File: config.mk
export PLATFORM = sky130hd
export DESIGN_NAME = rr_sel_arbiter
export DESIGN_NICKNAME = d
export VERILOG_FILES = /design/src/rtl/mux_sel_pkg.sv /design/src/rtl/rr_pick.sv /design/src/rtl/rr_sel_arbiter.sv
export SDC_FILE = /design/constraint.sdc
export NUM_CORES = 1
export LEC_CHECK = 0
export CAP_MARGIN = 15
export CORE_MARGIN = 5
export CORE_UTILIZATION = 44
export CTS_CLUSTER_DIAMETER = 50
export DETAILED_ROUTE_END_ITERATION = 8
export PLACE_DENSITY = 0.72
export SLEW_MARGIN = 20
export SYNTH_ARGS = -nofsm -noshare
export SYNTH_HDL_FRONTEND = slang
export SYNTH_SLANG_ARGS = --single-unit
File: constraint.sdc
create_clock -name clk -period 1.67 [get_ports clk]
set_clock_uncertainty 0.15 [all_clocks]
set_input_delay 0.2505 -clock clk [delete_from_list [all_inputs] [get_ports clk]]
set_output_delay 0.2505 -clock clk [all_outputs]
set_load 0.1 [all_outputs]
File: src/rtl/mux_sel_pkg.sv
// Shared constants and state encoding for the round-robin selector and its downstream mux.
package mux_sel_pkg;

  localparam int N_SRC        = 4;
  localparam int SEL_W        = 2;
  localparam int DEF_MAX_HOLD = 8;
  localparam int DEF_CNT_W    = 4;

  typedef enum logic {
    ST_IDLE  = 1'b0,
    ST_GRANT = 1'b1
  } state_t;

endpackage

File: src/rtl/rr_pick.sv
// Combinational round-robin search: first set request starting at ptr, wrapping mod N_SRC.
module rr_pick
  import mux_sel_pkg::*;
(
  input  logic [N_SRC-1:0] req,
  input  logic [SEL_W-1:0] ptr,
  output logic [SEL_W-1:0] idx,
  output logic             any
);

  assign any = |req;

  // Scanning from the far end lets the nearest hit to ptr overwrite later ones.
  always_comb begin
    idx = '0;
    for (int i = N_SRC - 1; i >= 0; i--) begin
      if (req[ptr + SEL_W'(i)]) idx = ptr + SEL_W'(i);
    end
  end

endmodule

File: src/rtl/rr_sel_arbiter.sv
// Round-robin arbiter with a hold limit; all outputs registered, driving mux_sel.sel directly.
module rr_sel_arbiter
  import mux_sel_pkg::*;
#(
  parameter int MAX_HOLD = DEF_MAX_HOLD,
  parameter int CNT_W    = DEF_CNT_W
) (
  input  logic             clk,
  input  logic             rst,
  input  logic [N_SRC-1:0] req,
  output logic [SEL_W-1:0] sel,
  output logic [N_SRC-1:0] gnt,
  output logic             valid
);

  localparam logic [CNT_W-1:0] HOLD_LAST = CNT_W'(MAX_HOLD - 1);

  state_t             state, state_nxt;
  logic [SEL_W-1:0]   ptr, ptr_nxt;
  logic [CNT_W-1:0]   hold_cnt, hold_nxt;
  logic [SEL_W-1:0]   sel_nxt;
  logic [N_SRC-1:0]   gnt_nxt;
  logic               valid_nxt;
  logic [SEL_W-1:0]   pick_idx;
  logic               pick_any;
  logic               take;

  rr_pick u_pick (
    .req (req),
    .ptr (ptr),
    .idx (pick_idx),
    .any (pick_any)
  );

  // NOTE: every signal gets a default before the case so no path leaves one unassigned (no latch).
  always_comb begin
    state_nxt = state;
    sel_nxt   = sel;
    ptr_nxt   = ptr;
    hold_nxt  = hold_cnt;
    take      = 1'b0;

    unique case (state)
      ST_IDLE: begin
        if (pick_any) take = 1'b1;
      end
      ST_GRANT: begin
        if (!req[sel]) begin
          if (pick_any) take = 1'b1;
          else begin
            state_nxt = ST_IDLE;
            hold_nxt  = '0;
          end
        end else if (hold_cnt == HOLD_LAST) begin
          // ptr sits just past sel, so the search only lands on sel when nobody else waits.
          hold_nxt = '0;
          if ((req & ~gnt) != '0) take = 1'b1;
        end else begin
          hold_nxt = hold_cnt + CNT_W'(1);
        end
      end
      default: state_nxt = ST_IDLE;
    endcase

    if (take) begin
      state_nxt = ST_GRANT;
      sel_nxt   = pick_idx;
      ptr_nxt   = pick_idx + SEL_W'(1);
      hold_nxt  = '0;
    end

    valid_nxt = (state_nxt == ST_GRANT);
    gnt_nxt   = '0;
    if (valid_nxt) gnt_nxt[sel_nxt] = 1'b1;
  end

  // NOTE: state registers use non-blocking assignments so every flop samples pre-edge values.
  always_ff @(posedge clk or posedge rst) begin
    if (rst) begin
      state    <= ST_IDLE;
      ptr      <= '0;
      hold_cnt <= '0;
      sel      <= '0;
      gnt      <= '0;
      valid    <= 1'b0;
    end else begin
      state    <= state_nxt;
      ptr      <= ptr_nxt;
      hold_cnt <= hold_nxt;
      sel      <= sel_nxt;
      gnt      <= gnt_nxt;
      valid    <= valid_nxt;
    end
  end

endmodule
==> impl_metrics.toml, run 1 <==
[placed_design]
dpl_cell_area_mm2 = 0.00105
numPortBuffers = 12
place.gp.congestion = 0.796
dp_worst_setup_slack_ns = -0.416
dp_cells = 120
dpl.hpwl_um = 1410

[setup_path]
required_ns = 1.69
crit_start = "sel[0]$_DFF_PP0_"
startpoint_type = "register"
cp_max_fo = 5
endpoint_kind = "register"
reg2reg_slack_ns = -0.12
r2r-start = "sel[0]$_DFF_PP0_"
critPathArrivalTime_ns = 1.82
rr_worst_depth = 5
critPathKind = "reg -> reg"
r2r_end = "sel[0]$_DFF_PP0_"
cp-endpoint = "sel[0]$_DFF_PP0_"

[route]
drt-total-wl_um = 1820
drc = 0
wl_per_cell_um = 14.4
vias_per_cell = 5.54
wl_met1_um = 746
drtAntennaViolNets = 0
drtIter0Drc = 14
first_pass_iters = 4
wl_met2_um = 935
wl_met3_um = 78
top_layer = "met4"
vias = 698

[floorplanning]
initial_core_util_pct = 46.2
die_x_um = 49.5
fp.dieH_um = 49.5
core_mm2 = 0.00149
std_cell_rows = 14
die-area_mm2 = 0.00245
ioPinCount = 13

[logic_synthesis]
syn_area_um2 = 688
synth_seq_cells = 13
syn_inst = 73
seq_area_frac_synth_pct = 47.3
ys_top_cells_by_count = "13 x dfrtp_1, 9 x o21ai_0, 6 x a21oi_1, 6 x inv_1"
async_reset_ff_share_pct = 100
synth_top_flop_cell = "dfrtp_1"
yosysTopAreaCell = "dfrtp_1"
synthesis.nets = 80
synth_area_leaders = "dfrtp_1 47%, o21ai_0 6.5%, nand2b_1 4.5%, a21oi_1 4.4%, inv_1 3.3%"
netlist.area_leader.share_pct = 47.3
synth_edf_count = 0
ys.warnings.count = 0
synth_cell_types = 26
yosysMostFrequentCell = "dfrtp_1"
syn_avg_cell_area_um2 = 9.43

[clocking]
clkLatencyLatePin_ns = 0.29
cts_buffers = 3
cts_tree = "yes"
hold_buffers = 0
htreeDepth = 1
cts_sinks = 13
cts_max_path_buffers = 2
path_clk_slew_ns = 0.09
cts-root-buf = "clkbuf_4"

[sta]
period_share_pct = 107
timing.final.ws_setup_ns = -0.123
rsz0062_at_grt = "yes"
fmax_mhz = 558
slew_violations = 0
maxSlewHeadroom_pct = 67.0
fin_setup_tns_ns = -0.780
setup_viol = 11
hold_viol = 0
finalCriticalPeriod_ns = 1.79
tightest_slew_ns = 0.495

[grt]
track_usage_pct = 16.5
grt_pass1_wl_um = 3080
grt_start_max_net_pins = 14
antenna_found_initial = 0
grt_pass1_vias = 701
grt_overflow_total = 0

[status]
status = "finished, violations left"
violations = "setup timing"

[cells_and_area]
fin_area_mm2 = 0.00114
layout-drive-gt1-share_pct = 42.7
area_growth_pct = 66.2
layoutNonFillerInstCount = 126
insertedDiodeCount = 0
nets = 118

[job]
maxCapViolations = 0

[power]
power.leakage_nw = 0.527
power.density_mw_per_mm2 = 2030
vdd_drop_max_uv = 2090

[min_path]
hp-class = "in -> async"
==> per-stage QoR <==
step                      utilization (%)  total power [mW]  hold slack, ns
after floorplan                         -              1.39         -0.0226
after global placement               70.8              1.98           0.321
after detailed placement             70.8              2.00           0.347
after CTS                            74.5              2.25           0.146
after global routing                 76.8              2.45           0.165
final                                76.8              2.33           0.120
==> worst max-delay path: stages (launching register included) <==
cell and delay (ns):
dfrtp_4 0.42, mux4_2 0.52, nand2_2 0.11, a21oi_4 0.05, or2_4 0.28, a21o_1 0.15
==> flip-flops by register name (all words and copies together), names as in the netlist <==
signal / cells
gnt: 4
sel: 2
ptr: 2
state: 1
hold_cnt: 4
==> cell type report <==
type,instances,area [um2]
Sequential cell,13,330
Clock buffer,3,22.5
Clock inverter,1,5.00
Fill cell,98,345
Multi-Input combinational cell,53,388
Tap cell,16,20.0
Inverter,6,22.5
Timing Repair Buffer,34,355
==> power breakdown <==
group / internal [mW] / leakage (nW) / switching (mW) / total [mW]
Sequential: 0.441 / 0.160 / 0.105 / 0.546
Clock: 0.0890 / 0.0177 / 0.113 / 0.202
Combinational: 0.679 / 0.349 / 0.898 / 1.58
==> timing repair <==
item                                    in CTS  in global routing
hold endpoints to repair                     0                  0
buffers inserted                             2                  0
endpoints found under the setup margin      12                 12
resized for setup                            4                  7
cloned                                       0                  0
pin swaps                                    1                  3
==> routing by layer <==
layer | GRT usage (%) | vias to the layer above
met5 | 0 | -
met4 | 10.5 | 0
met3 | 4.82 | 6
met2 | 25.2 | 22
met1 | 20.0 | 333
li1 | - | 337
==> layout by cell type (no fill, tap or decap), drive strengths merged, types with 2 or more instances in the layout <==
cell type,netlist,final
buf,1,29
dfrtp,13,13
o21ai,9,9
a21oi,7,7
inv,6,6
nand2b,5,5
clkdlybuf4s50,0,5
nand2,5,5
nor2,5,5
nand3,3,3
clkbuf,0,3
o31ai,3,3
a22o,2,2
nand3b,2,2
==> logic make-up after synthesis <==
logic type / share of synthesized area, %
AO/OA/AOI/OAI: 22.9
buffers and inverters: 4.00
multiplexers: 3.27
AND/OR/NAND/NOR: 19.5
adder cells (fa/ha/maj): 1.82
flip-flops: 47.3
XOR/XNOR: 1.27
==> worst min path at each step <==
stage	startpoint	to	slack, ns
after global placement	hold_cnt[3]$_DFFE_PP0P_	hold_cnt[3]$_DFFE_PP0P_	0.32
after floorplan	rst	gnt[0]$_DFF_PP0_	-0.02
after global routing	rst	gnt[1]$_DFF_PP0_	0.17
final	rst	gnt[1]$_DFF_PP0_	0.12
after detailed placement	hold_cnt[2]$_DFFE_PP0P_	hold_cnt[2]$_DFFE_PP0P_	0.35
after CTS	rst	gnt[3]$_DFF_PP0_	0.15
No activity file was read; power rests on OpenSTA's default activity.
==> inputs of run 2 (changes only) <==
Settings changed: ABC_AREA set to 1, CORE_ASPECT_RATIO set to 1.25, CORE_UTILIZATION 44 to 47, PLACE_DENSITY 0.72 to 0.74.
==> run 2 against run 1 <==
Net effect: largest cell class unchanged; the run still ends with setup timing left; first-iteration DRC count fell by 21%; via count rose by 32%; final area rose by 23%; final cell count rose by 35%; hold slack improved by 0.0045 ns; synthesized cell count rose by 60%; maximum frequency rose by 3.8%; highest routed layer unchanged; non-clock buffer count fell by 3; flip-flop and latch count did not move; critical path depth rose by 5; setup slack improved by 0.066 ns; register-to-register slack improved by 0.07 ns.
==> impl_metrics.toml, run 2 <==
[clocking]
cts_tree = "yes"
cts_max_path_buffers = 2
cts_buffers = 3
cts-root-buf = "clkbuf_4"
htreeDepth = 1
clkLatencyLatePin_ns = 0.28
path_clk_slew_ns = 0.08
cts_sinks = 13

[logic_synthesis]
synth_area_leaders = "dfrtp_1 38%, nand2_1 15%, nand3_1 9.8%, inv_1 6.9%, nand2_2 3.6%"
netlist.area_leader.share_pct = 37.6
yosysMostFrequentCell = "nand2_1"
syn_area_um2 = 865
syn_inst = 117
synth_seq_cells = 13
async_reset_ff_share_pct = 100
ys.warnings.count = 0
syn_avg_cell_area_um2 = 7.39
synthesis.nets = 124
ys_top_cells_by_count = "34 x nand2_1, 17 x nand3_1, 16 x inv_1, 13 x dfrtp_1, 6 x nor2_1"
synth_edf_count = 0
synth_cell_types = 24
seq_area_frac_synth_pct = 37.6
synth_top_flop_cell = "dfrtp_1"
yosysTopAreaCell = "dfrtp_1"

[grt]
grt_overflow_total = 0
met3_usage_pct = 2.31
grt_pass1_wl_um = 3830
grt_start_max_net_pins = 14
grt.busiest_layer = "met2"
track_usage_pct = 17.0
use_met1_pct = 19.1
grt_use_met2_pct = 30.6
antenna_found_initial = 0
grt_pass1_vias = 875

[placed_design]
place.gp.congestion = 0.836
numPortBuffers = 12
dpl.hpwl_um = 1650
dp_cells = 156
dp_worst_setup_slack_ns = -0.342
dpl_cell_area_mm2 = 0.00117

[sta]
maxSlewHeadroom_pct = 67.5
hold_ws_ns = 0.124
rsz0062_at_grt = "yes"
hold_viol = 0
tightest_slew_ns = 0.487
finalCriticalPeriod_ns = 1.73
slew_violations = 0
period_share_pct = 103
fmax_mhz = 579
setup_viol = 4
timing.final.ws_setup_ns = -0.0567

[setup_path]
rr_worst_depth = 10
r2r_end = "gnt[3]$_DFF_PP0_"
critPathArrivalTime_ns = 1.75
cpPeakStageDelay_ns = 0.46
crit_slowest_cell = "dfrtp_2"
cp_cell_sequence = "buf_4 > nand2_1 > o21ai_2 > buf_4 > nand3_1 > nand2_1 > nor2_2 > nand2_2 > o21ai_2 > nor2_1"
reg2reg_slack_ns = -0.06
critPathKind = "reg -> reg"
required_ns = 1.69
crit_family = "simple AND/OR/NAND/NOR gates"
path_buf_inv = 2
cp_max_fo = 6
endpoint_kind = "register"
startpoint_type = "register"
r2r-start = "ptr[0]$_DFFE_PP0N_"

[route]
first_pass_iters = 4
drt-total-wl_um = 2370
vias_per_cell = 5.41
wl_per_cell_um = 14.0
drc = 0
vias = 920
drtIter0Drc = 11
drtAntennaViolNets = 0

[cells_and_area]
insertedDiodeCount = 0
layoutNonFillerInstCount = 170
area_growth_pct = 62.2
fillers = 119
layout_commonest_cell = "nand2_1"
layout-drive-gt1-share_pct = 54.3
layout_common_cells = "30 x nand2_1, 18 x buf_4, 10 x nand3_2"
multi_input_area_um2 = 588
seq_area_um2 = 352
nets = 159
top_regs = "gnt x4, hold_cnt x4"
fin_area_mm2 = 0.00140

[floorplanning]
die-area_mm2 = 0.00280
fp.dieH_um = 58.0
core_mm2 = 0.00177
initial_core_util_pct = 49.0
die_x_um = 48.4
std_cell_rows = 17
ioPinCount = 13

[status]
status = "finished, violations left"
violations = "setup timing"

[job]
maxCapViolations = 0

[min_path]
hp-class = "in -> async"
[run 2: changes by cell type after synthesis, sizes merged, moves of 4 or more]
cell	before	now
a21oi	7	2
inv	6	18
nand2	5	39
nand2b	5	0
nand3	3	19
nor2	5	9
[run 2: through the flow]
stage	util, %	setup TNS (ns)
6_report	79.4	-0.130
3_3_place_gp	66.3	-2.31
5_1_grt	79.4	-0.604
4_1_cts	69.5	-0.0104
3_5_place_dp	66.3	-2.63
2_1_floorplan	-	-0.0166
[run 2: per-layer routing]
| metal | wire (um) | up-vias | share of wire [%] |
|---|---|---|---|
| li1 | - | 447 | - |
| met1 | 926 | 444 | 39 |
| met2 | 1310 | 20 | 55 |
| met3 | 64 | 9 | 2.7 |
| met4 | 68 | 0 | 2.9 |
| met5 | 0 | - | 0 |
[run 2: cell type report]
type | instances | share of cell area (%)
clock buffer | 3 | 1.61
clock inverter | 1 | 0.357
inverter | 18 | 5.00
multi-input combinational | 85 | 41.9
sequential | 13 | 25.1
tap | 19 | 1.69
timing repair buffer | 31 | 24.4
[run 2: how the worst max path moves through the flow]
stage,start,endpoint,slack (ns),depth (start not counted)
floorplan,sel[0]$_DFF_PP0_,gnt[2]$_DFF_PP0_,-0.009,10
global placement,req[3],gnt[2]$_DFF_PP0_,-0.29,10
detailed placement,req[2],gnt[2]$_DFF_PP0_,-0.34,11
CTS,gnt[2]$_DFF_PP0_,gnt[2]$_DFF_PP0_,-0.009,11
global route,gnt[1]$_DFF_PP0_,gnt[2]$_DFF_PP0_,-0.12,11
finish,ptr[0]$_DFFE_PP0N_,gnt[3]$_DFF_PP0_,-0.06,10
[run 2: repair_timing]
item / CTS / global route
setup endpoints to repair: 7 / 7
setup buffers: 1 / 9
pin swaps: 2 / 13
gates cloned: 0 / 0
gates resized for setup: 6 / 31
hold buffers: 0 / 0
endpoints found under the hold margin: 0 / 0
[run 2: cell families (layout without fill, tap and decap cells)]
| kind of cell | Yosys count | after routing | share of synthesized area (%) |
|---|---|---|---|
| AOI/OAI and AO/OA | 12 | 12 | 8.39 |
| adders and majority gates | 1 | 1 | 1.45 |
| and+or+nand+nor | 70 | 70 | 41.4 |
| DFF | 13 | 13 | 37.6 |
| buffers and inverters | 19 | 53 | 9.12 |
| xor gates and xnor gates | 2 | 2 | 2.03 |
[run 2: worst reg2reg max path, cell delays in order (launching register included)]
cell and delay [ns]:
dfrtp_2 0.46, buf_4 0.16, nand2_1 0.08, o21ai_2 0.07
buf_4 0.13, nand3_1 0.11, nand2_1 0.08, nor2_2 0.11
nand2_2 0.08, o21ai_2 0.10, nor2_1 0.08
Power of run 2 is left out: the tool's default activity adds up to more than one toggle a clock period on the data nets, which glitch-free logic cannot reach.
==> inputs of run 3 (changes only) <==
Settings changed: CAP_MARGIN 15 to 20.
==> results of run 3 <==
The final DEF is identical to that of run 2; final timing and power are the same.
Power of run 3 is left out for the same reason.
